$ cat src/rtl/store_buffer.sv
// ---------------------------------------------------------------------------
// store_buffer
//   Write-posting buffer between the MEM stage and a single-ported data
//   memory. Stores are posted in one cycle and written to memory in order,
//   one per cycle, whenever the shared memory address port is not needed by
//   a load. A load whose word index matches a posted store stalls until the
//   matching entries have drained.
//
//   Optional feature (macro STORE_BUFFER_FWD_EN): adds ld_fwd_valid and
//   ld_fwd_data. An lw that exactly matches the youngest matching entry,
//   when that entry is an sw, is forwarded instead of stalled.
//
// Ports
//   clk, rst_n           clock (rising edge), async active-low reset
//   st_valid/st_ready    store handshake
//   st_funct3/addr/data  store payload
//   ld_valid/funct3/addr load presented by MEM this cycle
//   ld_stall             load must be held (address hazard)
//   flush_req            fence: drain regardless of a pending load
//   empty                no posted stores
//   mem_*                shared data-memory port (address, funct3, write)
//   ld_fwd_valid/data    (STORE_BUFFER_FWD_EN only) forwarded load data
// ---------------------------------------------------------------------------
module store_buffer #(
  parameter int DATA_WIDTH = 32,
  parameter int ADDR_WIDTH = 32,
  parameter int DEPTH      = 4,
  parameter int IDX_BITS   = 6
) (
  input  logic                  clk,
  input  logic                  rst_n,
  input  logic                  st_valid,
  output logic                  st_ready,
  input  logic [2:0]            st_funct3,
  input  logic [ADDR_WIDTH-1:0] st_addr,
  input  logic [DATA_WIDTH-1:0] st_data,
  input  logic                  ld_valid,
  input  logic [2:0]            ld_funct3,
  input  logic [ADDR_WIDTH-1:0] ld_addr,
  output logic                  ld_stall,
  input  logic                  flush_req,
  output logic                  empty,
`ifdef STORE_BUFFER_FWD_EN
  output logic                  ld_fwd_valid,
  output logic [DATA_WIDTH-1:0] ld_fwd_data,
`endif
  output logic                  mem_wr_en,
  output logic [2:0]            mem_funct3,
  output logic [ADDR_WIDTH-1:0] mem_addr,
  output logic [DATA_WIDTH-1:0] mem_wr_data
);

  localparam int PTR_W = $clog2(DEPTH);

  // Handshake: a store transfers on a rising edge where st_valid && st_ready.
  // st_ready depends only on the registered count, so a full buffer refuses
  // a store even in a cycle where an entry drains.

  logic [2:0]            f3_q   [DEPTH];
  logic [ADDR_WIDTH-1:0] addr_q [DEPTH];
  logic [DATA_WIDTH-1:0] data_q [DEPTH];

  logic [PTR_W-1:0] head_q, head_d, tail_q, tail_d;
  logic [PTR_W:0]   count_q, count_d;

  logic             full, push, drain, fwd_hit;
  logic [DEPTH-1:0] ent_valid, ent_match;

  assign empty    = (count_q == '0);
  assign full     = (count_q == (PTR_W+1)'(DEPTH));
  assign st_ready = !full;
  assign push     = st_valid && st_ready;

  // An entry is live when its distance from head is below count.
  always_comb begin
    ent_valid = '0;
    ent_match = '0;
    for (int i = 0; i < DEPTH; i++) begin
      ent_valid[i] = ({1'b0, PTR_W'(i) - head_q} < count_q);
      ent_match[i] = ent_valid[i] &&
                     (ld_addr[IDX_BITS+1:2] == addr_q[i][IDX_BITS+1:2]);
    end
  end

`ifdef STORE_BUFFER_FWD_EN
  logic [PTR_W-1:0] yng_idx;
  logic             yng_hit;

  // Walk oldest to youngest so the last match found is the youngest one.
  always_comb begin
    yng_idx = '0;
    yng_hit = 1'b0;
    for (int k = 0; k < DEPTH; k++) begin
      if (ent_match[head_q + PTR_W'(k)]) begin
        yng_idx = head_q + PTR_W'(k);
        yng_hit = 1'b1;
      end
    end
  end

  assign fwd_hit = ld_valid && yng_hit && (f3_q[yng_idx] == 3'b010) &&
                   (ld_funct3 == 3'b010) && (addr_q[yng_idx] == ld_addr);
  assign ld_fwd_valid = fwd_hit;
  assign ld_fwd_data  = fwd_hit ? data_q[yng_idx] : '0;
`else
  assign fwd_hit = 1'b0;
`endif

  assign ld_stall = ld_valid && (|ent_match) && !fwd_hit;

  // A non-hazard load owns the port; a stalled load, a fence or an idle
  // load slot lets the head entry write.
  assign drain = !empty && (!ld_valid || ld_stall || flush_req);

  always_comb begin
    if (drain) begin
      mem_wr_en   = 1'b1;
      mem_addr    = addr_q[head_q];
      mem_funct3  = f3_q[head_q];
      mem_wr_data = data_q[head_q];
    end else begin
      mem_wr_en   = 1'b0;
      mem_addr    = ld_addr;
      mem_funct3  = ld_funct3;
      mem_wr_data = '0;
    end
  end

  always_comb begin
    head_d  = head_q;
    tail_d  = tail_q;
    count_d = count_q;
    if (drain) head_d = head_q + 1'b1;
    if (push)  tail_d = tail_q + 1'b1;
    case ({push, drain})
      2'b10:   count_d = count_q + 1'b1;
      2'b01:   count_d = count_q - 1'b1;
      default: count_d = count_q;
    endcase
  end

  always_ff @(posedge clk or negedge rst_n) begin
    if (!rst_n) begin
      head_q  <= '0;
      tail_q  <= '0;
      count_q <= '0;
    end else begin
      head_q  <= head_d;
      tail_q  <= tail_d;
      count_q <= count_d;
    end
  end

  // Entry payload needs no reset: it is only observed through count.
  always_ff @(posedge clk) begin
    if (push) begin
      f3_q[tail_q]   <= st_funct3;
      addr_q[tail_q] <= st_addr;
      data_q[tail_q] <= st_data;
    end
  end

endmodule

$ cat config.mk
export PLATFORM = sky130hd
export DESIGN_NAME = store_buffer
export DESIGN_NICKNAME = d
export VERILOG_FILES = /design/src/rtl/store_buffer.sv
export SDC_FILE = /design/constraint.sdc
export NUM_CORES = 1
export LEC_CHECK = 0
export BUFFER_PORTS_ARGS = -buffer_cell sky130_fd_sc_hd__buf_2
export CORE_ASPECT_RATIO = 1.25
export CORE_MARGIN = 2
export CORE_UTILIZATION = 35
export DETAILED_ROUTE_END_ITERATION = 7
export PLACE_DENSITY = 0.64
export SETUP_SLACK_MARGIN = 0.2
export SLEW_MARGIN = 25
export SYNTH_ARGS = -nofsm -noshare
export SYNTH_HDL_FRONTEND = slang
export SYNTH_SLANG_ARGS = --single-unit
$ cat constraint.sdc
create_clock -name clk -period 4.99 [get_ports clk]
set_input_delay 0 -clock clk [delete_from_list [all_inputs] [get_ports clk]]
set_output_delay 0 -clock clk [all_outputs]
set_load 0.005 [all_outputs]
==> flow_summary.ini, run 1 <==
[place]
dp_hpwl_mm = 13.1
dp_slack_ns = 1.63
port_buffers = 177
place_congestion = 0.753

[logic_synthesis]
synth_fp_nets = 643
ys_ff_latch = 275
syn-instance-count = 526
ys_warn_count = 0
syn-cell-area_sq_um = 11300
synth.top_cell.area_share = 0.712
ys_types = 29
yosysTopAreaCell = edfxtp_1
syn_avg_cell_area_sq_um = 21.5
synth_seq_area_share = 0.727
synthTopCellsByArea = edfxtp_1 (71%), mux4_2 (13%), mux2_4 (4.6%), xnor2_1 (2.2%), and2_1 (1.9%)

[worst_setup_path]
rrSetupSlack_ns = 1.83
cp-end-kind = output port
critPathMaxStageDelay_ns = 0.56
worstPathRequired_ns = 4.99
path_max_fanout = 69
cp.arrival_ns = 3.67
worstSetupStartpointType = flip-flop
crit_path_top_delay_cell = buf_4
path_buf_inv = 4
critPathTopFamily = buffers and inverters
criticalPathCategory = reg2out
worstPathCellList = buf_4 > inv_1 > a21oi_2 > a211oi_1 > or4_4 > o21a_4 > buf_6 > mux2_4 > buf_2
r2r-start = head_q[0]
worstReg2RegEnd = count_q[2]
reg2reg_depth = 12

[route]
wl_per_cell_microns = 18.6
drc = 0
drt-total-wl_mm = 22.6
drt-pass1-iter-count = 4
drt_iter0_markers = 301
highest_layer = met5
drt-met1-wl_mm = 9.26
routed_via_density = 4.74
ant_nets = 0
dr_wl_met2_mm = 11.8
wl_met3_microns = 980
num_vias = 5768

[finish]
area_growth_pct = 25.9
mostFrequentLayoutCell = edfxtp_1
multiInputGateArea_sq_um = 2870
fin_nets = 900
seqCellArea_sq_um = 8230
final_cell_mix = edfxtp_1 (268), buf_2 (177), dlygate4sd3_1 (72), mux4_2 (67), mux2_4 (35)
drive_gt1_frac = 0.417
fill_cells = 2779

[sta]
rsz0062_at_grt = false
slew_viol_final = 0
finalSetupViolCount = 0
fin_crit_sh = 0.736
fin_crit_ns = 3.67
fin_tns_setup_ns = 0
skew_ns = 0.0246
max_slew.worst_pin.slew_ns = 1.02
slew_headroom = 0.319
hold_viol_final = 0
layout_setup_ws_ns = 1.32
max_freq_ghz = 0.272

[min_path]
hold_class = in2reg
min-delay-start = flush_req
min_to = count_q[0]
hold_depth = 5

[cts]
cts_sinks = 275
post_cts_buffers = 0
cts_root_buf = clkbuf_16
cts_resized = 0
cts_buffers = 28
cts_tree = yes
insertion_delay_ns = 0.56
clk_pin_slew_worst_paths_ns = 0.06
cts_hold_buffers = 72
clk_path_buf_depth = 3
h-tree-depth = 1

[floorplanning]
num_rows = 73
start_util = 0.356
fp.dieArea_sq_um = 33800
die_w_microns = 165
ioPinCount = 178
die_h_microns = 205
coreArea_sq_um = 31800

[global_routing]
antenna_found_initial = 2
grt_use_total = 0.135
grt_pass1_wl_mm = 34.4
grt_overflow = 0
grt_pass1_vias = 6184
grt_max_degree = 70

[run]
drv_cap = 0

[pwr]
power.density_nw_per_um2 = 555
ir_worst_vdd_mv = 0.359
power_leakage_nw = 5.12
power_mw = 7.90

[status]
status = completed
==> worst reg2reg max path, delay by kind of cell (launching register included) <==
kind	cells	cell delay [ns]
and+or+nand+nor	2	0.62
adders and majority gates	2	0.37
AOI/OAI and AO/OA	3	0.53
DFF	1	0.41
xor gates and xnor gates	2	0.28
buffers and inverters	3	0.84
==> registers in the layout (all words and copies together) (netlist names) <==
| signal | cells |
|---|---|
| count_q | 3 |
| data_q | 128 |
| head_q | 2 |
| f3_q | 12 |
| tail_q | 2 |
| addr_q | 128 |
==> stage by stage <==
step	std cells	cell area (sq um)	hold slack, ns	utilization
after floorplan	526	11300	-0.296	-
after global placement	1093	12600	-0.154	0.397
after detailed placement	1093	12600	-0.158	0.397
after global routing	1215	14200	0.0849	0.448
after CTS	1215	14200	0.0427	0.448
final	1216	14200	0.0776	0.448
==> Yosys cell counts <==
master and number:
a211oi_1 4, a21oi_1 1, a21oi_2 1, and2_1 34, and3_1 4, buf_1 1
buf_2 3, buf_4 7, buf_6 5, clkbuf_1 14, dfrtp_1 7, edfxtp_1 268
fa_1 1, ha_1 9, inv_1 15, mux2_4 35, mux4_2 67, nand2_1 2
nand2b_1 1, nand3_1 5, nor2_1 1, o2111ai_1 4, o211ai_1 1, o21a_4 1
o21ai_0 2, or3_1 1, or4_4 1, xnor2_1 29, xor2_1 2
==> cell families (layout without fill, tap and decap cells) <==
| group | count (synthesis) | in the layout | share of synthesized area |
|---|---|---|---|
| simple gates | 49 | 49 | 0.0263 |
| mux | 102 | 102 | 0.180 |
| fa+ha+maj | 10 | 10 | 0.0117 |
| buf+inv | 45 | 322 | 0.0209 |
| compound gates | 14 | 14 | 0.00985 |
| other cells | 0 | 1 | 0 |
| xor+xnor | 31 | 31 | 0.0240 |
| flops | 275 | 275 | 0.727 |
==> routing by layer <==
layer / track usage / vias to the layer above
met1: 0.162 / 2959
met3: 0.0259 / 36
met4: 0.0435 / 2
met2: 0.241 / 134
li1: - / 2637
met5: 0 / -
==> layout make-up <==
| cell class | instances | area share |
|---|---|---|
| clock buffer | 33 | 0.0505 |
| sequential | 275 | 0.578 |
| multi-input combinational | 206 | 0.201 |
| tap | 412 | 0.0362 |
| inverter | 15 | 0.00395 |
| clock inverter | 17 | 0.0126 |
| antenna | 1 | 0.000176 |
| timing repair buffer | 257 | 0.117 |
==> worst max path at each step <==
stage                         end  cells past startpoint  slack [ns]      start
floorplan              count_q[1]                     16        1.46  head_q[0]
global placement    mem_funct3[0]                      9        1.71  head_q[0]
detailed placement   mem_addr[25]                      9        1.63  head_q[0]
CTS                  mem_addr[25]                      9        1.01  head_q[0]
global route         mem_addr[29]                      9        1.04  head_q[0]
finish               mem_addr[29]                      9        1.32  head_q[0]
==> power breakdown <==
part	switching, mW	internal [mW]
logic	1.28	1.39
registers	0.132	3.05
clock network	0.852	1.19
(Power assumes the default switching activity.)
==> run 2, diff against run 1 <==
Settings changed: ABC_AREA set to 1.
Clock period 4.99 ns to 3.6 ns, I/O delays scaled along.
==> run 2 against run 1 <==
  * Synthesized cell count grew 62%
  * Final cell count grew 26%
  * Hold slack gained 0.080 ns
  * Core utilization shrank 0.35 points
  * Worst setup slack lost 0.86 ns
  * Largest cell class unchanged
  * Total power grew 38%
  * First-iteration DRC count grew 32%
==> flow_summary.ini, run 2 <==
[status]
status = completed

[logic_synthesis]
yosysMostFrequentCell = edfxtp_1
ys_ff_latch = 275
synth_common_cells = edfxtp_1 (268), nand2_1 (250), nor2_1 (58), inv_1 (38), nand3_1 (35)
synthArstFlopShare = 0.0255
synthTopCellsByArea = edfxtp_1 (72%), nand2_1 (8.4%), a221oi_1 (2.5%), a22o_1 (2.5%), nor2_1 (1.9%)
ys_warn_count = 0
synth_flop_cell = edfxtp_1
yosysTopAreaCell = edfxtp_1
synth_edf_count = 268
ys_types = 29
synth.top_cell.area_share = 0.720
synth_seq_area_share = 0.736
syn-instance-count = 852
syn_avg_cell_area_sq_um = 13.1
synth_fp_nets = 969
syn-cell-area_sq_um = 11200

[cts]
cts_buffers = 27
cts_tree = yes
cts_root_buf = clkbuf_16
insertion_delay_ns = 0.53
clk_path_buf_depth = 3
cts_sinks = 275
clk_pin_slew_worst_paths_ns = 0.06
h-tree-depth = 1
post_cts_buffers = 0

[global_routing]
grt_pass1_vias = 7394
grt_use_total = 0.155
antenna_found_initial = 3
grt_pass1_wl_mm = 39.9
grt_max_degree = 70
grt_overflow = 0

[sta]
slew_viol_final = 0
hold_viol_final = 0
finalSetupViolCount = 0
rsz0062_at_grt = false
fin_crit_ns = 3.14
max_freq_ghz = 0.318
slew_headroom = 0.377
fin_crit_sh = 0.873
layout_setup_ws_ns = 0.459
max_slew.worst_pin.slew_ns = 0.934
skew_ns = 0.00806

[pwr]
power_mw = 10.9
ir_worst_vdd_mv = 0.537
power.density_nw_per_um2 = 776
power_leakage_nw = 5.45

[floorplanning]
num_rows = 73
die_w_microns = 164
die_h_microns = 204
coreArea_sq_um = 31600
ioPinCount = 178
fp.dieArea_sq_um = 33400
start_util = 0.354

[finish]
area_growth_pct = 25.8
stdcell_area_sq_um = 14000
mostFrequentLayoutCell = edfxtp_1
reg.largest.list = addr_q (128), data_q (128), f3_q (12)
fin_nets = 1217
drive_gt1_frac = 0.229
final_cell_mix = edfxtp_1 (268), nand2_1 (249), buf_2 (177), dlygate4sd3_1 (69), nor2_1 (52)

[worst_setup_path]
critPathMaxStageDelay_ns = 0.49
critPathMostFrequentCell = nand2_1
worstSetupStartpointType = flip-flop
worstPathCellList = nand2_2 > inv_2 > nor2_1 > inv_1 > ha_1 > nand2_1 > nand2_1 > nand2_1 > nand2_1 > nor2_1 > nor2_2 > nand3_2 > buf_6 > nand3_1 > nand2_1 > buf_2
cp-end-kind = output port
critPathTopFamily = simple AND/OR/NAND/NOR gates
cp.arrival_ns = 3.14
path_max_fanout = 37
crit_path_top_delay_cell = dfrtp_1
path_buf_inv = 4
criticalPathCategory = reg2out
worstPathRequired_ns = 3.60

[place]
placed_cell_area_sq_um = 12500
dp_hpwl_mm = 14.5
port_buffers = 177
place_congestion = 0.749
dp_slack_ns = 0.511

[route]
drt-pass1-iter-count = 4
num_vias = 7459
wl_per_cell_microns = 17.1
drt-total-wl_mm = 26.1
drc = 0
drt_iter0_markers = 396
ant_nets = 0
routed_via_density = 4.88

[min_path]
hold_class = in2reg

[run]
drv_cap = 0
[run 2: cell count changes in the layout (fill, tap and decap cells not counted), sizes merged, moves of 10 or more]
cell | before | now
inv | 17 | 45
nand4 | 0 | 25
a221oi | 0 | 32
nand2 | 2 | 251
nand3 | 5 | 46
a22oi | 0 | 10
mux2 | 35 | 0
mux4 | 67 | 0
nor2 | 1 | 60
xnor2 | 29 | 1
and2 | 34 | 0
a22o | 0 | 32
[run 2: kinds of logic after synthesis]
family / after synthesis / synth area share
flops: 275 / 0.736
simple gates: 383 / 0.145
buf+inv: 87 / 0.0345
compound gates: 87 / 0.0646
xor+xnor: 10 / 0.00784
fa+ha+maj: 10 / 0.0119
[run 2: stage by stage]
step,hold WS (ns),std cells,utilization,setup TNS [ns]
final,0.158,1529,0.445,0
after CTS,0.104,1526,0.444,0
after global routing,0.184,1528,0.444,0
after detailed placement,-0.152,1414,0.397,0
after global placement,-0.149,1414,0.397,0
after floorplan,-0.296,852,-,-126.73
[run 2: path summary, 6_finish.rpt]
kind | cells after the start | slack [ns] | end | startpoint
worst max-delay path | 16 | 0.46 | mem_addr[0] | head_q[0]
worst min register to register | 2 | 0.54 | count_q[1] | count_q[1]
min in group asynchronous | 3 | 0.43 | count_q[1] | rst_n
max in group asynchronous | 3 | 2.90 | head_q[0] | rst_n
worst min-delay path | 7 | 0.16 | head_q[0] | flush_req
worst max register to register | 20 | 0.53 | count_q[2] | head_q[0]
[run 2: routing by layer]
layer,wire length [microns],vias to the layer above,global-route usage
li1,-,3576,-
met1,10800,3588,0.195
met2,12800,238,0.264
met5,0,-,0
met4,760,0,0.0592
met3,1700,57,0.0287
[run 2: what timing repair did]
| action | CTS | global route |
|---|---|---|
| hold buffers | 69 | 0 |
| hold endpoints to repair | 275 | 0 |
| endpoints found under the setup margin | 67 | 67 |
| gates cloned | 0 | 0 |
| resized for setup | 2 | 4 |
[run 2: power by group]
group	internal (mW)	total [mW]	switching (mW)	leakage [nW]
Combinational	1.46	3.95	2.49	2.54
Clock	1.43	2.55	1.11	0.383
Sequential	4.23	4.41	0.184	2.54
[run 2: worst reg2reg max path: stages (launching register included)]
cell     delay (ns)
dfrtp_1        0.49
nand2_2        0.23
inv_2          0.05
nor2_1         0.19
inv_1          0.07
ha_1           0.27
nand2_1        0.07
nand2_1        0.05
nand2_1        0.05
nand2_1        0.05
nor2_1         0.12
nor2_2         0.07
nand3_2        0.09
nand2_2        0.08
inv_1          0.08
ha_1           0.14
inv_1          0.07
fa_1           0.38
a21oi_1        0.14
o21ai_0        0.11
xor2_1         0.15
[run 2: cell type report]
type / instances / area, sq um
clock inverter: 12 / 93.8
timing repair buffer: 262 / 1740
sequential: 275 / 8220
fill: 2928 / 17600
clock buffer: 31 / 691
multi-input combinational: 490 / 2620
antenna: 3 / 7.51
tap: 412 / 515
inverter: 44 / 165
==> run 3, diff against run 2 <==
Settings changed: CORE_UTILIZATION 35 to 41, PLACE_DENSITY 0.64 to 0.71, SETUP_SLACK_MARGIN 0.2 to not set.
Clock period 3.6 ns to 3 ns, I/O delays scaled along.
==> run 3 against run 2 <==
  * Hold slack improved by 0.020 ns
  * Sequential share of layout area fell by 0.95 points
  * Via count rose by 0.24%
  * Cell area rose by 1.7%
  * Total power rose by 26%
  * Critical endpoint is now count_q[2]
  * Highest routed layer unchanged
==> flow_summary.ini, run 3 (synthesis results as in run 2) <==
[worst_setup_path]
reg2reg_depth = 20
cp-end-kind = flip-flop
worstPathRequired_ns = 3.41
worstSetupStartpointType = flip-flop
cp.arrival_ns = 3.24
rrSetupSlack_ns = 0.16
r2r-start = head_q[1]
path_max_fanout = 5
crit_path_start = head_q[1]
crit_path_end = count_q[2]
criticalPathCategory = reg2reg
worstReg2RegEnd = count_q[2]

[cts]
insertion_delay_ns = 0.53
cts_sinks = 275
clk_pin_slew_worst_paths_ns = 0.06
cts_tree = yes
h-tree-depth = 1
clk_path_buf_depth = 3
cts_buffers = 28
cts_root_buf = clkbuf_16

[pwr]
ir_worst_vdd_mv = 0.603
power_leakage_nw = 5.60
p_comb_frac = 0.360
power.density_nw_per_um2 = 959
sequentialPowerShare = 0.387
p_int_mw = 9.08
power.switching_mw = 4.62
power_mw = 13.7
p_sw_frac = 0.337
pwr-share-clk = 0.253

[place]
placed_cell_area_sq_um = 12500
dp_slack_ns = 0.159
port_buffers = 177
dp.cells = 1351
dp_hpwl_mm = 14.8
place_congestion = 0.787

[finish]
area_growth_pct = 27.9
mostFrequentLayoutCell = edfxtp_1
drive_gt1_frac = 0.246
seqCellArea_sq_um = 8230
instances_no_fill = 1479
fin_nets = 1229
final_cell_mix = edfxtp_1 (268), nand2_1 (249), buf_2 (177), dlygate4sd3_1 (70), nor2_1 (50)
multiInputGateArea_sq_um = 2640
fill_cells = 2265
stdcell_area_sq_um = 14300
final_util = 0.533
reg.largest.list = addr_q (128), data_q (128), f3_q (12)

[sta]
finalSetupViolCount = 0
max_freq_ghz = 0.353
hold_viol_final = 0
slew_viol_final = 0
fin_tns_setup_ns = 0
skew_ns = 0.0127
hold_ws_ns = 0.178
slew_headroom = 0.395
layout_setup_ws_ns = 0.164
max_slew.worst_pin.slew_ns = 0.907
rsz0062_at_grt = true
fin_crit_ns = 2.84
fin_crit_sh = 0.945

[min_path]
hold_depth = 6
hold_class = in2reg

[global_routing]
grt_use_total = 0.184
grt_pass1_vias = 7698
grt_overflow = 0
grt_max_degree = 70
antenna_found_initial = 1
grt_pass1_wl_mm = 40.8

[floorplanning]
die_w_microns = 152
fp.dieArea_sq_um = 28600
ioPinCount = 178
die_h_microns = 189
start_util = 0.416
num_rows = 67
coreArea_sq_um = 26800

[route]
wl_per_cell_microns = 17.7
routed_via_density = 5.06
drt_iter0_markers = 409
num_vias = 7477
drc = 0
drt-pass1-iter-count = 5
drt-total-wl_mm = 26.2
ant_nets = 0

[status]
status = completed

[run]
drv_cap = 0
-- run 3: cell count changes in the layout (fill, tap and decap cells not counted), sizes merged --
cell,change
buf,+9
clkbuf,+5
bufinv,+3
diode,-2
clkinv,+1
clkinvlp,+1
dlygate4sd3,+1
inv,-1
-- run 3: how the worst min path moves through the flow --
stage	from	end	slack [ns]
floorplan	rst_n	count_q[0]	-0.30
global placement	rst_n	count_q[2]	-0.15
detailed placement	rst_n	count_q[2]	-0.15
CTS	flush_req	count_q[0]	0.14
global route	flush_req	head_q[0]	0.20
finish	flush_req	head_q[0]	0.18
-- run 3: final cells by class --
cell class | instances | share of cell area
Timing Repair Buffer | 273 | 0.132
Inverter | 44 | 0.0116
Tap cell | 345 | 0.0302
Sequential cell | 275 | 0.576
Clock buffer | 35 | 0.0524
Multi-Input combinational cell | 490 | 0.185
Antenna cell | 1 | 0.000175
Clock inverter | 16 | 0.0129
-- run 3: critical path: stages (launching register included) --
cell and delay [ns]:
dfrtp_2 0.45, buf_6 0.13, nor2_4 0.04, nor2_4 0.12, inv_1 0.05, ha_1 0.27, nand2_1 0.07, nand2_1 0.05
nand2_1 0.05, nand2_1 0.05, nor2_1 0.11, nor2_2 0.06, nand3_2 0.12, nand2_4 0.12, inv_2 0.07, ha_1 0.14
inv_2 0.06, fa_2 0.40, a21oi_2 0.12, o21ai_1 0.08, xor2_1 0.14
-- run 3: what timing repair did --
item | CTS | global route
pin swaps | 0 | 6
hold endpoints to repair | 277 | 0
endpoints found under the setup margin | 67 | 67
hold buffers | 70 | 0
buffers inserted | 0 | 5
gates cloned | 0 | 1
resized for setup | 5 | 8
-- run 3: power groups by stage --
stage | sequential [mW] | combinational [mW] | clock, mW
after floorplan | 5.40 | 2.89 | 0
after detailed placement | 5.38 | 4.78 | 0
after global placement | 5.35 | 4.72 | 0
after CTS | 5.31 | 4.90 | 3.53
after global routing | 5.36 | 5.51 | 3.68
final | 5.30 | 4.93 | 3.47
-- run 3: per-layer routing --
layer / global-route usage / wire length (microns)
met1: 0.228 / 10800
met2: 0.329 / 13500
met3: 0.0283 / 1400
met4: 0.0534 / 533
met5: 0 / 0
